`config.mk`:
```
export PLATFORM = sky130hd
export DESIGN_NAME = math_quiz_ctrl
export DESIGN_NICKNAME = d
export VERILOG_FILES = /design/src/rtl/math_pkg.sv /design/src/rtl/math_quiz_ctrl_timer.sv /design/src/rtl/math_quiz_ctrl.sv
export SDC_FILE = /design/constraint.sdc
export NUM_CORES = 1
export LEC_CHECK = 0
export CELL_PAD_IN_SITES_DETAIL_PLACEMENT = 1
export CELL_PAD_IN_SITES_GLOBAL_PLACEMENT = 1
export CORE_MARGIN = 1.5
export CORE_UTILIZATION = 49
export CTS_BUF_LIST = sky130_fd_sc_hd__clkbuf_4
export DETAILED_ROUTE_END_ITERATION = 8
export HOLD_SLACK_MARGIN = 0.03
export PLACE_DENSITY = 0.95
export SYNTH_ARGS = -nofsm -noshare
export SYNTH_HDL_FRONTEND = slang
export SYNTH_HIERARCHICAL = 1
export SYNTH_SLANG_ARGS = --single-unit
export TNS_END_PERCENT = 100
```
`constraint.sdc`:
```
create_clock -name clk -period 8.1 [get_ports clk]
set_input_delay 1.62 -clock clk [delete_from_list [all_inputs] [get_ports clk]]
set_output_delay 1.62 -clock clk [all_outputs]
set_load 0.01 [all_outputs]
```
`src/rtl/math_pkg.sv`:
```
// Shared types and constants for the arithmetic quiz controller.
package math_pkg;

  typedef enum logic [2:0] {
    S_IDLE,
    S_LOAD,
    S_ASK,
    S_JUDGE,
    S_DONE
  } state_e;

  typedef enum logic [1:0] {
    OP_ADD = 2'd0,
    OP_SUB = 2'd1,
    OP_MUL = 2'd2
  } op_e;

  localparam logic [2:0] MAX_OPERAND = 3'd5;
  localparam int         ANS_W       = 5;

endpackage

```
`src/rtl/math_quiz_ctrl_timer.sv`:
```
// Per-question countdown: loadable, counts down while enabled, holds at zero.
module round_timer #(
  parameter int W = 10
) (
  input  logic         clk,
  input  logic         rst,
  input  logic         load_i,
  input  logic [W-1:0] load_val_i,
  input  logic         en_i,
  output logic         zero_o
);

  logic [W-1:0] cnt_q;

  always_ff @(posedge clk or posedge rst) begin
    if (rst) begin
      cnt_q <= '0;
    end else if (load_i) begin
      cnt_q <= load_val_i;
    end else if (en_i && (cnt_q != '0)) begin
      cnt_q <= cnt_q - W'(1);
    end
  end

  assign zero_o = (cnt_q == '0);

endmodule

```
`src/rtl/math_quiz_ctrl.sv`:
```
// Quiz game controller: presents ROUNDS arithmetic questions, times each answer,
// and keeps a saturating score.
module math_quiz_ctrl
  import math_pkg::*;
#(
  parameter int ROUNDS     = 8,
  parameter int TIME_LIMIT = 1000
) (
  input  logic       clk,
  input  logic       rst,
  input  logic [2:0] num_a,
  input  logic [2:0] num_b,
  input  logic       start,
  input  logic       ans_valid,
  input  logic [4:0] ans,
  output logic [2:0] opnd_a,
  output logic [2:0] opnd_b,
  output logic [1:0] op,
  output logic       q_valid,
  output logic       correct,
  output logic       wrong,
  output logic       timeout,
  output logic [3:0] score,
  output logic       done
);

  localparam int TW = (TIME_LIMIT > 2) ? $clog2(TIME_LIMIT) : 1;

  state_e           state_q;
  logic [3:0]       round_q;
  logic [3:0]       score_q;
  logic [2:0]       opnd_a_q, opnd_b_q;
  op_e              op_q;
  logic [ANS_W-1:0] exp_q;
  logic [ANS_W-1:0] ans_q;
  logic             to_q;
  logic             q_valid_q, correct_q, wrong_q, timeout_q, done_q;

  logic [2:0]       ca, cb;
  logic [3:0]       rmod;
  op_e              op_d;
  logic [2:0]       opnd_a_d, opnd_b_d;
  logic [ANS_W-1:0] exp_d;
  logic             tmr_zero;

  always_comb begin
    ca       = (num_a > MAX_OPERAND) ? MAX_OPERAND : num_a;
    cb       = (num_b > MAX_OPERAND) ? MAX_OPERAND : num_b;
    rmod     = round_q % 4'd3;
    op_d     = op_e'(rmod[1:0]);
    opnd_a_d = ca;
    opnd_b_d = cb;
    // Subtraction puts the larger operand first so the result is never negative.
    if (op_d == OP_SUB && cb > ca) begin
      opnd_a_d = cb;
      opnd_b_d = ca;
    end
    case (op_d)
      OP_SUB:  exp_d = ANS_W'(opnd_a_d) - ANS_W'(opnd_b_d);
      OP_MUL:  exp_d = ANS_W'(opnd_a_d) * ANS_W'(opnd_b_d);
      default: exp_d = ANS_W'(opnd_a_d) + ANS_W'(opnd_b_d);
    endcase
  end

  round_timer #(.W(TW)) u_timer (
    .clk        (clk),
    .rst        (rst),
    .load_i     (state_q == S_LOAD),
    .load_val_i (TW'(TIME_LIMIT - 1)),
    .en_i       (state_q == S_ASK),
    .zero_o     (tmr_zero)
  );

  always_ff @(posedge clk or posedge rst) begin
    if (rst) begin
      state_q   <= S_IDLE;
      round_q   <= '0;
      score_q   <= '0;
      opnd_a_q  <= '0;
      opnd_b_q  <= '0;
      op_q      <= OP_ADD;
      exp_q     <= '0;
      ans_q     <= '0;
      to_q      <= 1'b0;
      q_valid_q <= 1'b0;
      correct_q <= 1'b0;
      wrong_q   <= 1'b0;
      timeout_q <= 1'b0;
      done_q    <= 1'b0;
    end else begin
      correct_q <= 1'b0;
      wrong_q   <= 1'b0;
      timeout_q <= 1'b0;
      case (state_q)
        S_IDLE, S_DONE: begin
          if (start) begin
            state_q <= S_LOAD;
            score_q <= '0;
            round_q <= '0;
            done_q  <= 1'b0;
          end
        end
        S_LOAD: begin
          opnd_a_q  <= opnd_a_d;
          opnd_b_q  <= opnd_b_d;
          op_q      <= op_d;
          exp_q     <= exp_d;
          to_q      <= 1'b0;
          q_valid_q <= 1'b1;
          state_q   <= S_ASK;
        end
        S_ASK: begin
          // An answer on the timer-zero cycle takes priority over the timeout.
          if (ans_valid) begin
            ans_q     <= ans;
            q_valid_q <= 1'b0;
            state_q   <= S_JUDGE;
          end else if (tmr_zero) begin
            timeout_q <= 1'b1;
            to_q      <= 1'b1;
            q_valid_q <= 1'b0;
            state_q   <= S_JUDGE;
          end
        end
        S_JUDGE: begin
          if (!to_q) begin
            if (ans_q == exp_q) begin
              correct_q <= 1'b1;
              if (score_q != '1) score_q <= score_q + 4'd1;
            end else begin
              wrong_q <= 1'b1;
            end
          end
          round_q <= round_q + 4'd1;
          if (round_q == 4'(ROUNDS - 1)) begin
            state_q <= S_DONE;
            done_q  <= 1'b1;
          end else begin
            state_q <= S_LOAD;
          end
        end
        default: state_q <= S_IDLE;
      endcase
    end
  end

  assign opnd_a  = opnd_a_q;
  assign opnd_b  = opnd_b_q;
  assign op      = op_q;
  assign q_valid = q_valid_q;
  assign correct = correct_q;
  assign wrong   = wrong_q;
  assign timeout = timeout_q;
  assign score   = score_q;
  assign done    = done_q;

endmodule

```
== Word-level counts from Yosys, hierarchy flattened ==
Cells that the tools add are included.
Word-level totals
  bits in registers: 45
  word-level logic and storage cells: 94
Operators by class
  div/mod/pow operators: 1
  multiplexer cells: 36
  reduce and logical (&&, ||, !) cells: 16
  $lt $le $gt $ge: 3
  $add $sub $neg: 5
  multiply operators: 1
  eq/ne operators: 17
Operator list (number)
  $mux 3: 8
  $mux 10: 2
  $mux 4: 4
  $pmux 4 s2: 2
  $mux 1: 15
  $ne 2x2->1 const B: 7
  $pmux 3 s4: 1
  $logic_not 10->1: 1
  $pmux 5 s2: 1
  $reduce_bool 10->1: 1
  $sub 10x1->10 const B: 1
  $add 4x1->4 const B: 2
  $reduce_and 2->1: 4
  $eq 3x2->1 const B: 2
  $gt 3x3->1 const B: 2
  $pmux 1 s2: 3
  $reduce_and 3->1: 2
  $reduce_bool 2->1: 3
  $eq 5x5->1: 1
  $mul 3x3->5: 1
  $reduce_and 5->1: 1
  $add 3x3->4: 1
  $eq 4x3->1 const B: 1
  $mod 4x2->4 const B: 1
  other kinds (11): 12

== Longest topological paths before layout ==
  depth after elaboration: 7
  gate-level depth with buffers: 27

== Hierarchy ==
Netlist, hierarchy kept.
By module, submodules not included
  math_quiz_ctrl: cells each 272, times used 1, sequential area each 875.8 sq um, area an instance 2407.3 sq um
  round_timer: cells each 69, times used 1, sequential area each 250.2 sq um, area an instance 655.6 sq um

== Least setup slack after synthesis ==
OpenSTA, ideal clock, no wires.
  kind: input-to-reg
  from: input num_b[2]
  to: register exp_q[4]
  slack: 2.812 ns
  arrival time: 5.178 ns
  stages on the path: 20
  setup time: 0.110 ns
  path buffers: 3
  data required time: 7.990 ns
  path through: buf_2 nand2b_1 inv_1 ha_1 nor3b_2 a2111o_1 buf_6 buf_2 nor3_1 a31oi_1 fa_1 inv_1 ha_1 inv_1 fa_1 xor2_1 xnor2_1 nor4b_1 a21oi_1 o41ai_1
On the way
  word-level cells in the longest chain between the ends: 7
  elaborated cells on any way between the ends: 9
RTL lines
  from (decl): line math_quiz_ctrl.sv:12  | input logic [2:0] num_b,
  $gt 3x3->1: line math_quiz_ctrl.sv:48  | cb = (num_b > MAX_OPERAND) ? MAX_OPERAND : num_b;
  $mux 3 (*): line math_quiz_ctrl.sv:48
  $gt 3x3->1: line math_quiz_ctrl.sv:54  | if (op_d == OP_SUB && cb > ca) begin
  $logic_and 1x1->1: line math_quiz_ctrl.sv:54
  $mux 3: line math_quiz_ctrl.sv:54
  $mul 3x3->5 / $sub 3x3->4 (equally long branches): line math_quiz_ctrl.sv:60, math_quiz_ctrl.sv:59
  $pmux 5 s2 (*): line math_quiz_ctrl.sv:58  | case (op_d)
  to (signal assigned): line math_quiz_ctrl.sv:107  | exp_q <= exp_d;
  to (decl): line math_quiz_ctrl.sv:34  | logic [ANS_W-1:0] exp_q;
Every way passes the cells marked *; elsewhere a longest branch is shown, timed or not.
A chain may end at the register's enable or synchronous reset.

== Final worst setup path ==
Ends and elaborated chain as after synthesis.

==> flow_metrics.tcl <==
set metrics [dict create \
    p_sw_mw 0.567 \
    cp-end-kind "register" \
    synth_compound_area_frac 0.198 \
    fin_skew_ns 0.0207 \
    wirelength_um 8240 \
    max_stage_delay_ns 0.71 \
    synth_top_area_share 0.368 \
    synth_async_sr_flop_share 1.00 \
    ys_types 58 \
    crit_slowest_cell "clkdlybuf4s50_1" \
    synthSimpleGateAreaFrac 0.185 \
    netlist_area_sq_um 3060 \
    synth_edf_count 0 \
    netSwitchingFraction 0.476 \
    power_frac_clock 0.089 \
    intPower_mw 0.624 \
    ys.flop_type "dfrtp_1" \
    initial_core_util 0.511 \
    crit_required_ns 8.36 \
    multi_input_area_sq_um 1770 \
    p_per_area_nw_per_um2 342 \
    synthMuxAreaShare 0.0449 \
    endpoint "exp_q[4]$_DFFE_PP0P_" \
    numCtsBuffers 5 \
    num_io_pins 32 \
    r2r_setup_slack_ns 2.15 \
    drt_drc_violations_left 0 \
    ys_seq_area_frac 0.368 \
    port_buffers 31 \
    clk_path_buf_depth 2 \
    ys_warn_count 6 \
    post_cts_buffers 0 \
    post-route-period-util 0.756 \
    rr_worst_depth 24 \
    groute.usage.overall 0.266 \
    crit_path_cell_trace "clkdlybuf4s50_1, nand2b_1, inv_1, ha_1, nor3b_2, a2111o_1, nor3_1, a31oi_1, fa_1, inv_1, ha_1, inv_1, fa_1, xor2_1, xnor2_1, nor4b_1, a21oi_1, o41ai_1" \
    seq_area_sq_um 1130 \
    maxCapViolCount 0 \
    hpwlAfterDp_um 6080 \
    grt_max_degree 36 \
    row_count 28 \
    r2r_start "round_q[2]$_DFFE_PP0P_" \
    crit_type "primary input to register" \
    post_drt_wl_per_cell_um 18.3 \
    gp_congestion 0.945 \
    cts.sink_count 45 \
    post_cts_resized 0 \
    arrival_ns 6.39 \
    ant_nets 0 \
    die_h_um 82.1 \
    synth.ff_latch_count 45 \
    worst_slack_ns 1.97 \
    peakVddDrop_uv 140 \
    grt_setup_unrepaired "false" \
    setup_viol 0 \
    crit_start "num_b[2]" \
    worstSkewPairLatency_ns 0.37 \
    synth_area_leader_cell "dfrtp_1" \
    synth_xor_area_frac 0.0400 \
    synth_top_family_by_area "compound AO/OA/AOI/OAI gates" \
    drtIter0Drc 165 \
    crit_path_frequent_cell "inv_1" \
    grt_pass1_vias 2792 \
    cts_root_buf "clkbuf_4" \
    maxSlewHeadroom 0.465 \
    cts_tree "built" \
    area_delta_synth_final_pct 13.6 \
    postCtsHoldBufs 0 \
    hold_violations 0 \
    via_per_inst 5.92 \
    antennaDiodeCount 0 \
    gr-total-overflow 0 \
    coreArea_sq_um 5990 \
    drive_gt1_frac 0.0749 \
    place_ws_ns 1.59 \
    clk_pin_slew_ns 0.13 \
    syn_inst 341 \
    reg2reg_to "exp_q[4]$_DFFE_PP0P_" \
    route.vias.total 2660 \
    leakagePower_nw 1.56 \
    syn_avg_cell_area_sq_um 8.98 \
    dr.pass1.iters 4 \
    die-area_sq_um 6730 \
    hold_slack_ns 0.496 \
    h-tree-depth 2 \
    finalSetupTns_ns 0 \
    nNetsFinal 411 \
    nFillCells 715 \
    worst_pin_slew_ns 0.802 \
    worstHoldPathType "register to register" \
    pwr-share-comb 0.572 \
    yosys-top-cells-area "dfrtp_1 37%, ha_1 7.8%, a21oi_1 4.1%" \
    start_kind "primary input" \
    dieWidth_um 82.1 \
    yosys.area_share.adder 0.0972 \
    antenna_found_initial 0 \
    grt_pass1_wl_um 13600 \
    max_clock_freq_mhz 163 \
    report.final.slew_viol_count 0 \
    seqPwrFrac 0.339 \
    path_max_fanout 25 \
    outcome "finished, final reports clean" \
    period_needed_ns 6.13 \
]
-- layout by cell type (no fill, tap or decap), types with 8 or more instances in the layout --
master,synthesis,final
nand3_1,9,9
inv_1,30,30
a21oi_1,25,25
o21ai_1,10,10
o21ai_0,23,23
nor2_1,21,21
clkdlybuf4s50_1,0,31
nand2_1,30,30
dfrtp_1,45,45
conb_1,2,10
ha_1,19,19
xor2_1,8,8
-- final cells by class --
type	count	share of cell area
Timing Repair Buffer	32	0.0913
Clock inverter	1	0.00108
Multi-Input combinational cell	257	0.508
Tap cell	75	0.0270
Inverter	33	0.0360
Sequential cell	45	0.324
Clock buffer	6	0.0129
-- flip-flops by register name, summed over array words and instances, names as in the netlist --
register / flops
exp_q: 5
op: 2
score: 4
ans_q: 5
round_q: 4
timeout: 1
wrong: 1
correct: 1
to_q: 1
q_valid: 1
opnd_a: 3
opnd_b: 3
u_timer/cnt_q: 10
done: 1
state_q: 3
-- cells in the mapped netlist, types with 3 or more instances --
library cell   n
xor2_1         8
a21o_1         5
a21oi_1       25
nor2_1        21
mux2_2         6
or3_1          3
nor3b_1        5
nand3b_1       3
xnor2_1        6
mux2i_1        7
nor2b_1        3
nand4_1        6
inv_1         30
buf_2          5
and2_1         3
ha_1          19
o21ai_1       10
o21ai_0       23
clkbuf_1       7
a31oi_1        5
nand2b_1       5
o31ai_1        5
fa_1           3
nor3_1         4
nand3_1        9
dfrtp_1       45
nand2_1       30
-- power by group through the flow --
stage               Clock [mW]  Sequential, mW  Combinational (mW)
global placement             0           0.398               0.614
floorplan                    0           0.395               0.476
CTS                      0.106           0.403               0.678
detailed placement           0           0.405               0.662
finish                   0.106           0.404               0.681
global route             0.115           0.417               0.756
-- worst min-delay path by stage --
stage | from | cells past startpoint | to | slack [ns]
finish | opnd_a[0]$_DFFE_PP0P_ | 1 | opnd_a[0]$_DFFE_PP0P_ | 0.50
global route | to_q$_DFFE_PP0P_ | 1 | correct$_DFF_PP0_ | 0.52
CTS | opnd_a[0]$_DFFE_PP0P_ | 1 | opnd_a[0]$_DFFE_PP0P_ | 0.50
detailed placement | opnd_a[0]$_DFFE_PP0P_ | 1 | opnd_a[0]$_DFFE_PP0P_ | 0.48
global placement | to_q$_DFFE_PP0P_ | 1 | correct$_DFF_PP0_ | 0.45
floorplan | to_q$_DFFE_PP0P_ | 1 | correct$_DFF_PP0_ | 0.43
-- critical path: cells and delay by family --
family,cells,cell delay [ns]
compound gates,4,1.07
xor+xnor,2,0.28
fa+ha+maj,4,1.35
buf+inv,4,1.00
simple gates,4,1.07
-- cell families (layout without fill, tap and decap cells) --
| group | Yosys count | in the layout |
|---|---|---|
| AND/OR/NAND/NOR | 104 | 104 |
| AO/OA/AOI/OAI | 94 | 94 |
| buffers and inverters | 47 | 72 |
| flip-flops | 45 | 45 |
| adder cells (fa/ha/maj) | 22 | 22 |
| XOR/XNOR | 14 | 14 |
| multiplexers | 13 | 13 |
| other | 2 | 10 |
-- routing by layer --
metal  wire length [um]  part of all wire  vias to the layer above  track usage
met5                  0                 0                        -            0
met4                130             0.016                        0       0.0763
met3                307             0.037                       12       0.0378
met2               4330              0.53                       75        0.488
met1               3470              0.42                     1320        0.320
li1                   -                 -                     1253            -
-- stage by stage --
stage	std cells	utilization	total power [mW]	area (sq um)
finish	449	0.581	1.19	3480
global route	449	0.581	1.29	3480
CTS	449	0.581	1.19	3480
detailed placement	442	0.573	1.07	3430
global placement	442	0.573	1.01	3430
floorplan	349	-	0.871	3090
Power figures use the tool's default switching activity.
